[src/rtl/pipelined_addsub_if.sv]
// Operand/result stream bundle for pipelined_addsub (operands a/b/mode in, s/cout/ovf out).
// Latency: none, wires only.
// Backpressure: valid/ready on the operand side and on the result side.
interface pipelined_addsub_if #(
  parameter int W = 16
);
  logic         in_valid;
  logic         in_ready;
  logic         mode;
  logic [W-1:0] a;
  logic [W-1:0] b;
  logic         out_valid;
  logic         out_ready;
  logic [W-1:0] s;
  logic         cout;
  logic         ovf;

  // Producer of operands / consumer of results.
  modport master (
    output in_valid, mode, a, b, out_ready,
    input  in_ready, out_valid, s, cout, ovf
  );

  // The adder/subtractor itself.
  modport slave (
    input  in_valid, mode, a, b, out_ready,
    output in_ready, out_valid, s, cout, ovf
  );
endinterface

[src/rtl/pipelined_addsub.sv]
// Segmented-carry pipelined two's-complement add/sub with carry-out, signed overflow, optional clamp.
// Latency: L = W/SEG cycles, one beat per cycle when the result side keeps accepting.
// Backpressure: whole pipe freezes while a result waits unaccepted; in_ready follows that stall combinationally.
// Build option: define ADDSUB_SAT_EN to clamp s to the signed limit on overflow (default: wrap).
module pipelined_addsub #(
  parameter int W   = 16,
  parameter int SEG = 4
) (
  input  logic              clk,
  input  logic              rst,
  pipelined_addsub_if.slave bus
);

  localparam int L = W / SEG;

  // Global advance: the pipe moves unless a finished result is waiting.
  logic adv;

  // Per-stage inputs. st_x is a merged vector: bits below the stage's segment
  // already hold resolved sum bits, bits from the segment upward still hold
  // operand A. st_b is operand B, already inverted for subtraction.
  logic [W-1:0] st_x [L];
  logic [W-1:0] st_b [L];
  logic         st_c [L];
  logic         st_v [L];

  // Per-stage segment results.
  logic [SEG:0] seg_sum [L];
  logic [W-1:0] nx_x    [L];

  // Final-stage flags and (possibly clamped) sum.
  logic         fin_cin_msb;
  logic         fin_cout;
  logic         fin_ovf;
  logic [W-1:0] fin_s;

  // Pipeline registers.
  logic [W-1:0] x_q [L];
  logic [W-1:0] x_d [L];
  logic [W-1:0] b_q [L];
  logic [W-1:0] b_d [L];
  logic         c_q [L];
  logic         c_d [L];
  logic [L-1:0] vld_q;
  logic [L-1:0] vld_d;
  logic         cout_q;
  logic         cout_d;
  logic         ovf_q;
  logic         ovf_d;

  // Route each stage's inputs: stage 0 from the port, later stages from the previous register.
  always_comb begin
    st_x = '{default: '0};
    st_b = '{default: '0};
    st_c = '{default: 1'b0};
    st_v = '{default: 1'b0};
    st_x[0] = bus.a;
    st_b[0] = bus.mode ? ~bus.b : bus.b;
    st_c[0] = bus.mode;
    st_v[0] = bus.in_valid;
    for (int k = 1; k < L; k++) begin
      st_x[k] = x_q[k-1];
      st_b[k] = b_q[k-1];
      st_c[k] = c_q[k-1];
      st_v[k] = vld_q[k-1];
    end
  end

  // Resolve one SEG-bit slice per stage and splice it into the merged vector.
  always_comb begin
    seg_sum = '{default: '0};
    nx_x    = '{default: '0};
    for (int k = 0; k < L; k++) begin
      seg_sum[k] = {1'b0, st_x[k][k*SEG +: SEG]}
                 + {1'b0, st_b[k][k*SEG +: SEG]}
                 + {{SEG{1'b0}}, st_c[k]};
      nx_x[k] = st_x[k];
      nx_x[k][k*SEG +: SEG] = seg_sum[k][SEG-1:0];
    end
  end

  // Final stage: carry-out, signed overflow from the MSB carry pair, optional clamp.
  always_comb begin
    fin_cout = seg_sum[L-1][SEG];
    // Carry into the MSB recovered from sum = a ^ b ^ cin at that bit.
    fin_cin_msb = st_x[L-1][W-1] ^ st_b[L-1][W-1] ^ seg_sum[L-1][SEG-1];
    fin_ovf = fin_cin_msb ^ fin_cout;
    fin_s = nx_x[L-1];
`ifdef ADDSUB_SAT_EN
    // On overflow both adjusted sign bits agree; A's sign picks the limit.
    if (fin_ovf) begin
      fin_s = st_x[L-1][W-1] ? {1'b1, {(W-1){1'b0}}} : {1'b0, {(W-1){1'b1}}};
    end
`endif
  end

  // Next-state: every register (valid bits included) loads only when the pipe advances.
  always_comb begin
    adv   = bus.out_ready | ~vld_q[L-1];
    vld_d = vld_q;
    x_d   = x_q;
    b_d   = b_q;
    c_d   = c_q;
    for (int k = 0; k < L; k++) begin
      if (adv) begin
        vld_d[k] = st_v[k];
        x_d[k]   = nx_x[k];
        b_d[k]   = st_b[k];
        c_d[k]   = seg_sum[k][SEG];
      end
    end
    cout_d = cout_q;
    ovf_d  = ovf_q;
    if (adv) begin
      x_d[L-1] = fin_s;
      cout_d   = fin_cout;
      ovf_d    = fin_ovf;
    end
  end

  // State register; reset clears every stage so the output reads as zero.
  always_ff @(posedge clk) begin
    if (rst) begin
      vld_q  <= '0;
      cout_q <= 1'b0;
      ovf_q  <= 1'b0;
      for (int k = 0; k < L; k++) begin
        x_q[k] <= '0;
        b_q[k] <= '0;
        c_q[k] <= 1'b0;
      end
    end else begin
      vld_q  <= vld_d;
      cout_q <= cout_d;
      ovf_q  <= ovf_d;
      for (int k = 0; k < L; k++) begin
        x_q[k] <= x_d[k];
        b_q[k] <= b_d[k];
        c_q[k] <= c_d[k];
      end
    end
  end

  assign bus.in_ready  = adv;
  assign bus.out_valid = vld_q[L-1];
  assign bus.s         = x_q[L-1];
  assign bus.cout      = cout_q;
  assign bus.ovf       = ovf_q;

endmodule

[src/flat_wrapper.sv]
// flat-port wrapper written by rule: the top's interface ports become plain ports
module pipelined_addsub_flat 
#(
  parameter int W   = 16,
  parameter int SEG = 4
)
  (clk, rst, bus_in_valid, bus_mode, bus_a, bus_b, bus_out_ready, bus_in_ready, bus_out_valid, bus_s, bus_cout, bus_ovf);
  pipelined_addsub_if #(.W(W)) bus_i ();
  input  logic clk;
  input  logic rst;
  input wire logic [$bits(bus_i.in_valid)-1:0] bus_in_valid;
  input wire logic [$bits(bus_i.mode)-1:0] bus_mode;
  input wire logic [$bits(bus_i.a)-1:0] bus_a;
  input wire logic [$bits(bus_i.b)-1:0] bus_b;
  input wire logic [$bits(bus_i.out_ready)-1:0] bus_out_ready;
  output wire logic [$bits(bus_i.in_ready)-1:0] bus_in_ready;
  output wire logic [$bits(bus_i.out_valid)-1:0] bus_out_valid;
  output wire logic [$bits(bus_i.s)-1:0] bus_s;
  output wire logic [$bits(bus_i.cout)-1:0] bus_cout;
  output wire logic [$bits(bus_i.ovf)-1:0] bus_ovf;
  assign bus_i.in_valid = bus_in_valid;
  assign bus_i.mode = bus_mode;
  assign bus_i.a = bus_a;
  assign bus_i.b = bus_b;
  assign bus_i.out_ready = bus_out_ready;
  assign bus_in_ready = bus_i.in_ready;
  assign bus_out_valid = bus_i.out_valid;
  assign bus_s = bus_i.s;
  assign bus_cout = bus_i.cout;
  assign bus_ovf = bus_i.ovf;
  pipelined_addsub #(.W(W), .SEG(SEG)) u_core (.clk(clk), .rst(rst), .bus(bus_i));
endmodule
[config.mk]
export PLATFORM = sky130hd
export DESIGN_NAME = pipelined_addsub_flat
export DESIGN_NICKNAME = d
export VERILOG_FILES = /design/src/rtl/pipelined_addsub_if.sv /design/src/rtl/pipelined_addsub.sv /design/src/flat_wrapper.sv
export SDC_FILE = /design/constraint.sdc
export NUM_CORES = 1
export LEC_CHECK = 0
export ABC_AREA = 1
export BUFFER_PORTS_ARGS = -buffer_cell sky130_fd_sc_hd__clkbuf_2
export CORE_MARGIN = 5
export CORE_UTILIZATION = 57
export DETAILED_ROUTE_END_ITERATION = 12
export GPL_TIMING_DRIVEN = 0
export PLACE_DENSITY = 0.78
export SLEW_MARGIN = 20
export SYNTH_ARGS = -nofsm -noshare
export SYNTH_HDL_FRONTEND = slang
export SYNTH_SLANG_ARGS = --single-unit
[constraint.sdc]
create_clock -name clk -period 2.5 [get_ports clk]
set_input_delay 0.625 -clock clk [delete_from_list [all_inputs] [get_ports clk]]
set_output_delay 0.625 -clock clk [all_outputs]
set_load 0.05 [all_outputs]
==> flow_summary_export.csv, run 1 <==
group,metric,value,unit
outcome,status,"finished clean",
global_route,grt_pass1_wl,14.9,mm
route,wire_per_inst,13.2,um
worst_setup_path,path_delay_family,"buffers and inverters",
route,drt_iter0_markers,159,
timing,fmax,424,MHz
cells_and_area,drive_gt1_share,17.1,%
synthesis,ys_types,22,
route,drt_pass1_iterations,4,
clock_network,cts_buffer_depth,2,
worst_setup_path,cp_slowest_cell,"dfxtp_1",
worst_setup_path,setup.worst_path.start,"u_core.vld_q[3]$_SDFFE_PP0P_",
synthesis,synth_seq_area_share,48.1,%
floorplanning,start_util,59.1,%
worst_setup_path,required,1.88,ns
clock_network,cts_resized,0,
floorplanning,core_area,0.00683,mm^2
worst_setup_path,max_stage_delay,0.32,ns
worst_setup_path,cp.buffers_inverters,5,
power,power_density,672,mW/mm^2
placed_design,dp_hpwl,6.76,mm
worst_setup_path,path_class,"flop to output port",
clock_network,post_cts_buffers,0,
cells_and_area,design_area,0.00461,mm^2
timing,relSlewSlack,70.3,%
timing,tightest_slew,0.446,ns
worst_setup_path,cp-start-kind,"flop",
cells_and_area,nets,623,
route,num_vias,3427,
power,p_total,3.10,mW
clock_network,cts.sinks,97,
timing,fin_skew,0.00941,ns
route,routed_wl,8.82,mm
floorplanning,num_rows,30,
timing,whs,0.456,ns
synthesis,yosysWarnings,0,
cells_and_area,seq_area,0.00194,mm^2
global_route,antenna_found_initial,0,
timing,final-setup-viol-count,0,
worst_setup_path,critPathCaptureType,"output port",
placed_design,gp_congestion,0.934,
placed_design,placed_cell_area,0.00443,mm^2
clock_network,clock_latency,0.37,ns
hold_path,min_path_type,"flop to flop",
cells_and_area,nFillCells,621,
floorplanning,dieHeight,94.1,um
flow_run,cap_violations,0,
global_route,grt_max_degree,19,
floorplanning,dieArea,0.00886,mm^2
timing,period_minus_slack,2.36,ns
clock_network,cts_max_level,3,
clock_network,numCtsBuffers,9,
clock_network,holdBufCountCts,0,
timing,setup-tns-final,0,ns
floorplanning,io_pins,57,
route,routed_via_density,5.13,
worst_setup_path,cp_max_fo,10,
synthesis,syn-num-nets,557,
timing,rsz0062_at_grt,"false",
worst_setup_path,worstPathArrival,1.73,ns
synthesis,syn_inst,501,
placed_design,port_buffers,55,
worst_setup_path,reg2reg_from,"u_core.c_q[1]$_SDFFE_PP0P_",
synthesis,synth.avg_cell_area,8.05,um^2
synthesis,ys_ff_latch,97,
hold_path,hp-start,"u_core.b_q[61]$_SDFFE_PP0P_",
clock_network,cts_tree,"done",
synthesis,synthesis.area,0.00404,mm^2
cells_and_area,multi_input_area,0.00179,mm^2
cells_and_area,antenna_cells,0,
global_route,grt_overflow_total,0,
route,antenna_left,0,
global_route,grt_usage,21.5,%
cells_and_area,area_growth,14.4,%
clock_network,cts_root_buf,"clkbuf_8",
global_route,grt_pass1_vias,3255,
power,max-vdd-ir-drop,0.334,mV
worst_setup_path,crit_path_cell_trace,"inv_1 -> nor2_4 -> inv_2 -> buf_6 -> buf_2 -> clkbuf_2",
power,p_leak,2.29,nW
route,drc,0,
timing,period_share,94.3,%
timing,hold_viol,0,
timing,final_max_slew_viol_count,0,
floorplanning,die_w,94.1,um
clock_network,clk_pin_slew_worst_paths,0.10,ns
-- routing by layer --
metal	track usage, %	part of all wire [%]	vias to the layer above
li1	-	-	1752
met1	28.0	45	1568
met2	34.7	47	88
met3	3.53	5.0	19
met4	10.5	2.4	0
met5	0	0	-
-- flip-flops by register name (all words and copies together), names as in the netlist --
| register | count |
|---|---|
| u_core.bus.cout | 1 |
| u_core.vld_q | 4 |
| u_core.c_q | 3 |
| u_core.st_x | 12 |
| u_core.fin_s | 12 |
| u_core.bus.ovf | 1 |
| u_core.bus.s | 16 |
| u_core.b_q | 24 |
| u_core.nx_x | 24 |
-- final cells by class --
| class | count | area share, % |
|---|---|---|
| Buffer | 32 | 3.90 |
| Tap cell | 96 | 2.60 |
| Clock buffer | 9 | 2.68 |
| Clock inverter | 7 | 1.30 |
| Sequential cell | 97 | 42.1 |
| Timing Repair Buffer | 55 | 5.97 |
| Multi-Input combinational cell | 339 | 38.8 |
| Inverter | 33 | 2.68 |
-- power breakdown --
part / leakage (nW) / switching, mW / internal, mW / total [mW]
Clock: 0.0961 / 0.569 / 0.379 / 0.948
Sequential: 0.799 / 0.0636 / 1.66 / 1.73
Combinational: 1.40 / 0.263 / 0.161 / 0.424
Total: 2.29 / 0.896 / 2.20 / 3.10
-- layout by cell type, fill, tap and decap left out --
master	Yosys	final
xor2_1	5	5
o21ai_1	24	24
nand2_1	24	24
clkinv_4	0	3
clkbuf_8	0	9
inv_6	0	2
nor3_1	1	1
xnor2_1	15	15
clkbuf_1	8	8
o211ai_1	1	1
dfxtp_1	97	97
nor2_4	1	1
o21bai_1	2	2
ha_1	12	12
clkinv_2	0	1
clkbuf_2	2	57
fa_1	7	7
nand3_1	9	9
inv_1	31	31
a21oi_1	38	38
buf_6	2	2
nor2_1	129	129
buf_2	13	13
buf_4	7	7
inv_8	0	1
o21ai_0	71	71
inv_2	2	2
-- worst min-delay path, delay by kind of cell (launching register included) --
kind                   cells  cell delay [ns]
AOI/OAI and AO/OA          1             0.05
DFF                        1             0.32
buffers and inverters      1             0.05
-- cell families (layout without fill, tap and decap cells) --
kind of cell / Yosys count / after routing / share of synthesized area, %
simple gates: 164 / 164 / 15.8
compound gates: 136 / 136 / 17.1
flops: 97 / 97 / 48.1
buf+inv: 65 / 136 / 7.53
xor+xnor: 20 / 20 / 4.34
fa+ha+maj: 19 / 19 / 7.19
-- synth_stat cells --
master / n / area, um^2
a21oi_1: 38 / 190
buf_2: 13 / 65.1
buf_4: 7 / 52.6
buf_6: 2 / 22.5
clkbuf_1: 8 / 30.0
clkbuf_2: 2 / 10.0
dfxtp_1: 97 / 1940
fa_1: 7 / 140
ha_1: 12 / 150
inv_1: 31 / 116
inv_2: 2 / 7.51
nand2_1: 24 / 90.1
nand3_1: 9 / 45.0
nor2_1: 129 / 484
nor2_4: 1 / 11.3
nor3_1: 1 / 5.00
o211ai_1: 1 / 7.51
o21ai_0: 71 / 355
o21ai_1: 24 / 120
o21bai_1: 2 / 15.0
xnor2_1: 15 / 131
xor2_1: 5 / 43.8
-- path summary, 6_finish.rpt --
path / to / slack [ns] / cells past startpoint
hold / removal: u_core.b_q[45]$_SDFFE_PP0P_ / 0.46 / 2
hold reg to reg: u_core.b_q[45]$_SDFFE_PP0P_ / 0.46 / 2
setup / recovery: bus_in_ready / 0.14 / 6
setup reg to reg: u_core.bus.ovf$_SDFFE_PP0P_ / 0.84 / 10
-- stage by stage --
stage          worst slack [ns]  util [%]  std cells
4_1_cts                   0.119      67.5        668
5_1_grt                  0.0503      67.5        668
3_3_place_gp              0.188      64.9        652
3_5_place_dp              0.180      64.9        652
2_1_floorplan             0.541         -        501
6_report                  0.142      67.5        668
Power figures use the tool's default switching activity.
==> run 2, diff against run 1 <==
--- a/config.mk
+++ b/config.mk
@@ -7,6 +7,7 @@
 export LEC_CHECK = 0
 export ABC_AREA = 1
 export BUFFER_PORTS_ARGS = -buffer_cell sky130_fd_sc_hd__clkbuf_2
+export CORE_ASPECT_RATIO = 0.8
 export CORE_MARGIN = 5
 export CORE_UTILIZATION = 57
 export DETAILED_ROUTE_END_ITERATION = 12
==> constraint.sdc (replaced) <==
create_clock -name clk -period 2.21 [get_ports clk]
set_input_delay 0.5525 -clock clk [delete_from_list [all_inputs] [get_ports clk]]
set_output_delay 0.5525 -clock clk [all_outputs]
set_load 0.05 [all_outputs]
==> flow_summary_export.csv, run 2 (synthesis results as in run 1) <==
group,metric,value,unit
outcome,status,"finished clean",
timing,fin_skew,0.0109,ns
worst_setup_path,cp-start-kind,"flop",
timing,final_max_slew_viol_count,0,
route,drc,0,
cells_and_area,nets,622,
worst_setup_path,path_class,"flop to output port",
worst_setup_path,reg2reg_from,"u_core.c_q[3]$_SDFFE_PP0P_",
clock_network,clock_latency,0.37,ns
power,p_leak,2.30,nW
cells_and_area,most-common-layout-cells,"129 x nor2_1, 97 x dfxtp_1, 71 x o21ai_0",
placed_design,port_buffers,55,
timing,tightest_slew,0.462,ns
power,max-vdd-ir-drop,0.471,mV
timing,fmax,502,MHz
floorplanning,io_pins,57,
timing,period_minus_slack,1.99,ns
clock_network,cts.sinks,97,
route,routed_via_density,5.13,
worst_setup_path,r2r_slack,0.49,ns
clock_network,post_cts_buffers,0,
route,wire_per_inst,13.9,um
cells_and_area,area_growth,15.3,%
clock_network,numCtsBuffers,9,
placed_design,gp_congestion,0.850,
timing,final-setup-viol-count,0,
worst_setup_path,cp_max_fo,19,
global_route,grt_max_degree,20,
worst_setup_path,setup.worst_path.start,"u_core.vld_q[3]$_SDFFE_PP0P_",
placed_design,dp_hpwl,6.78,mm
timing,period_share,90.1,%
power,p_int,2.71,mW
power,power_switching,1.01,mW
route,antenna_left,0,
route,num_vias,3373,
cells_and_area,fin_util,67.5,%
clock_network,cts_tree,"done",
cells_and_area,antenna_cells,0,
worst_setup_path,rr_worst_depth,6,
flow_run,cap_violations,0,
power,comb_power_share,13.0,%
power,power_density,801,mW/mm^2
global_route,grt_pass1_wl,15.2,mm
hold_path,whs_path_depth,2,
floorplanning,dieHeight,85.3,um
clock_network,cts_max_level,3,
clock_network,clk_pin_slew_worst_paths,0.09,ns
timing,hold_viol,0,
floorplanning,die_w,104,um
clock_network,cts_buffer_depth,2,
route,drt_pass1_iterations,5,
worst_setup_path,timing.rr.end,"u_core.nx_x[21]$_SDFFE_PP0P_",
worst_setup_path,endpoint,"bus_in_ready",
cells_and_area,layout_commonest_cell,"nor2_1",
global_route,grt_overflow_total,0,
power,p_clk_share,34.5,%
hold_path,hp-start,"rst",
cells_and_area,nFillCells,601,
worst_setup_path,worstPathArrival,1.44,ns
cells_and_area,design_area,0.00465,mm^2
floorplanning,num_rows,27,
worst_setup_path,cp_slowest_cell,"dfxtp_1",
floorplanning,dieArea,0.00887,mm^2
clock_network,cts_root_buf,"clkbuf_8",
timing,rsz0062_at_grt,"false",
cells_and_area,drive_gt1_share,17.0,%
hold_path,min_path_type,"input pin to flop",
route,drt_iter0_markers,223,
worst_setup_path,max_stage_delay,0.32,ns
floorplanning,start_util,58.6,%
power,switching_share,27.2,%
floorplanning,core_area,0.00689,mm^2
worst_setup_path,required,1.66,ns
global_route,grt_usage,21.2,%
route,routed_wl,9.18,mm
global_route,grt_pass1_vias,3240,
timing,relSlewSlack,69.2,%
power,seq_power_share,52.5,%
timing,setup-tns-final,0,ns
worst_setup_path,critPathCaptureType,"output port",
worst_setup_path,crit_path_cell_trace,"inv_1 -> nor2_4 -> inv_2 -> buf_6 -> clkbuf_8",
placed_design,placed_cell_area,0.00442,mm^2
global_route,antenna_found_initial,0,
## run 2: cell count changes in the layout (fill, tap and decap cells not counted), sizes merged
cell      change
bufinv        +2
clkinv        -2
clkinvlp      +2
inv           -2
buf           -1
## run 2: power groups by stage
stage               Combinational (mW)  Sequential [mW]  Clock, mW
global placement                 0.464             1.99          0
CTS                              0.487             1.96       1.29
finish                           0.486             1.96       1.28
floorplan                        0.279             2.04          0
global route                     0.545             1.97       1.39
detailed placement               0.482             2.00          0
## run 2: per-stage QoR
step	std cells	total power, mW	hold slack [ns]	setup WS (ns)
final	658	3.73	0.402	0.220
after global routing	658	3.90	0.388	0.163
after CTS	658	3.74	0.387	0.216
after detailed placement	643	2.48	0.447	0.0350
after global placement	643	2.45	0.441	0.0401
after floorplan	501	2.32	0.420	0.323
## run 2: area by class of cell
class / count / area (um^2) / area share [%]
inverter: 33 / 124 / 2.66
timing repair buffer: 55 / 284 / 6.11
tap: 87 / 109 / 2.34
clock inverter: 7 / 104 / 2.23
clock buffer: 9 / 124 / 2.66
buffer: 31 / 175 / 3.77
multi-input combinational: 339 / 1790 / 38.5
sequential: 97 / 1940 / 41.8
## run 2: per-layer routing
layer	routed length (um)	part of all wire, %	global-route usage, %
met3	570	6.2	6.77
met1	4290	47	27.7
met4	125	1.4	5.53
met5	0	0	0
met2	4200	46	34.1
## run 2: how the worst min path moves through the flow
stage | to | slack, ns
after floorplan | u_core.b_q[45]$_SDFFE_PP0P_ | 0.42
after global placement | u_core.vld_q[2]$_SDFFE_PP0P_ | 0.44
after detailed placement | u_core.b_q[45]$_SDFFE_PP0P_ | 0.45
after CTS | u_core.c_q[3]$_SDFFE_PP0P_ | 0.39
after global routing | u_core.c_q[3]$_SDFFE_PP0P_ | 0.39
final | u_core.c_q[3]$_SDFFE_PP0P_ | 0.40
## run 2: repair_timing
item,CTS,global route
hold buffers,0,0
setup endpoints to repair,1,0
resized for setup,2,0
## run 2: critical path: cells and delay by family (launching register included)
kind	cells	cell delay, ns
buf+inv	4	0.69
flops	1	0.32
simple gates	1	0.05
==> run 3, diff against run 2 <==
--- a/config.mk
+++ b/config.mk
@@ -9,10 +9,11 @@
 export BUFFER_PORTS_ARGS = -buffer_cell sky130_fd_sc_hd__clkbuf_2
 export CORE_ASPECT_RATIO = 0.8
 export CORE_MARGIN = 5
-export CORE_UTILIZATION = 57
+export CORE_UTILIZATION = 59
+export CTS_BUF_LIST = sky130_fd_sc_hd__clkbuf_8
 export DETAILED_ROUTE_END_ITERATION = 12
 export GPL_TIMING_DRIVEN = 0
-export PLACE_DENSITY = 0.78
+export PLACE_DENSITY = 0.81
 export SLEW_MARGIN = 20
 export SYNTH_ARGS = -nofsm -noshare
 export SYNTH_HDL_FRONTEND = slang
==> constraint.sdc (replaced) <==
create_clock -name clk -period 2.21 [get_ports clk]
set_input_delay 0.5525 -clock clk [delete_from_list [all_inputs] [get_ports clk]]
set_output_delay 0.5525 -clock clk [all_outputs]
set_load 0.005 [all_outputs]
==> flow_summary_export.csv, run 3 (synthesis results as in run 1) <==
group,metric,value,unit
outcome,status,"finished clean",
clock_network,clock_latency,0.36,ns
route,wl_met3,634,um
clock_network,cts_tree,"done",
placed_design,dp_hpwl,6.77,mm
global_route,grt_overflow_total,0,
timing,setup-tns-final,0,ns
timing,rsz0062_at_grt,"false",
worst_setup_path,cp_max_fo,19,
timing,final_max_slew_viol_count,0,
cells_and_area,nets,622,
global_route,grt_pass1_vias,3360,
route,drt-met1-wl,4.15,mm
cells_and_area,area_growth,14.5,%
clock_network,holdBufCountCts,0,
route,routed_wl,9.06,mm
power,p_leak,2.31,nW
clock_network,cts_root_buf,"clkbuf_8",
floorplanning,dieArea,0.00860,mm^2
route,drc,0,
floorplanning,io_pins,57,
route,num_vias,3372,
timing,fin_skew,0.00772,ns
route,wire_per_inst,13.8,um
worst_setup_path,critPathCaptureType,"output port",
power,power_density,768,mW/mm^2
global_route,grt_usage,22.4,%
global_route,grt_pass1_wl,15.2,mm
timing,fmax,525,MHz
timing,period_minus_slack,1.91,ns
floorplanning,num_rows,27,
cells_and_area,antenna_cells,0,
floorplanning,dieHeight,84.0,um
cells_and_area,fin_util,68.4,%
worst_setup_path,worstPathArrival,1.35,ns
route,antenna_left,0,
hold_path,min_path_type,"input pin to flop",
route,routed_via_density,5.12,
global_route,grt_max_degree,15,
timing,period_share,86.2,%
power,max-vdd-ir-drop,0.376,mV
power,p_total,3.55,mW
cells_and_area,most-common-layout-cells,"129 x nor2_1, 97 x dfxtp_1, 71 x o21ai_0",
timing,hold_viol,0,
clock_network,numCtsBuffers,9,
cells_and_area,nFillCells,597,
worst_setup_path,required,1.66,ns
clock_network,cts.sinks,97,
worst_setup_path,path_class,"flop to output port",
floorplanning,start_util,59.7,%
timing,relSlewSlack,69.6,%
worst_setup_path,cp-start-kind,"flop",
placed_design,port_buffers,55,
cells_and_area,drive_gt1_share,16.6,%
clock_network,cts_max_level,3,
clock_network,cts_buffer_depth,2,
route,met2_length,4.14,mm
flow_run,cap_violations,0,
cells_and_area,layout_commonest_cell,"nor2_1",
timing,final-setup-viol-count,0,
route,routed.top_layer,"met4",
route,drt_pass1_iterations,5,
global_route,antenna_found_initial,0,
floorplanning,die_w,102,um
floorplanning,core_area,0.00676,mm^2
route,drt_iter0_markers,177,
timing,tightest_slew,0.456,ns
timing,whs,0.407,ns
placed_design,gp_congestion,0.870,
clock_network,post_cts_buffers,0,
clock_network,clk_pin_slew_worst_paths,0.09,ns
## run 3: report_power, final
group	switching [mW]	total [mW]	internal (mW)
Combinational	0.231	0.411	0.181
Sequential	0.0748	1.96	1.88
Clock	0.574	1.18	0.607
## run 3: layout make-up
class                      instances  area (um^2)  area share [%]
sequential                        97         1940            42.0
multi-input combinational        339         1790            38.7
timing repair buffer              55          275            5.96
buffer                            31          175            3.79
clock buffer                      12          165            3.57
inverter                          33          124            2.68
tap                               87          109            2.36
clock inverter                     4         42.5           0.920
## run 3: layer usage
layer  global-route usage (%)  vias up
li1                         -     1746
met1                     29.8     1515
met2                     35.0      101
met3                     6.93       10
met4                     5.84        0
met5                        0        -
## run 3: path summary, 6_finish.rpt
kind | from | to | slack (ns) | cells past startpoint
worst max register to register | u_core.c_q[3]$_SDFFE_PP0P_ | u_core.nx_x[21]$_SDFFE_PP0P_ | 0.56 | 6
worst max-delay path | u_core.vld_q[3]$_SDFFE_PP0P_ | bus_in_ready | 0.30 | 5
worst min-delay path | rst | u_core.c_q[3]$_SDFFE_PP0P_ | 0.41 | 2
worst min register to register | u_core.vld_q[2]$_SDFFE_PP0P_ | u_core.vld_q[2]$_SDFFE_PP0P_ | 0.47 | 2
## run 3: through the flow
step / area, um^2 / setup WS (ns) / std cells
floorplan: 4040 / 0.323 / 501
global route: 4620 / 0.196 / 658
detailed placement: 4420 / 0.196 / 643
global placement: 4420 / 0.212 / 643
CTS: 4630 / 0.0688 / 659
finish: 4620 / 0.305 / 658
## run 3: repair_timing
| action | 4_1_cts | 5_1_grt |
|---|---|---|
| gates resized for setup | 0 | 0 |
| setup endpoints to repair | 0 | 1 |
| hold endpoints to repair | 0 | 0 |
## run 3: critical path, cell delays in order (launching register included)
cell and delay (ns):
dfxtp_1 0.32, inv_1 0.09, nor2_4 0.05, inv_2 0.15, buf_6 0.23, clkbuf_2 0.14
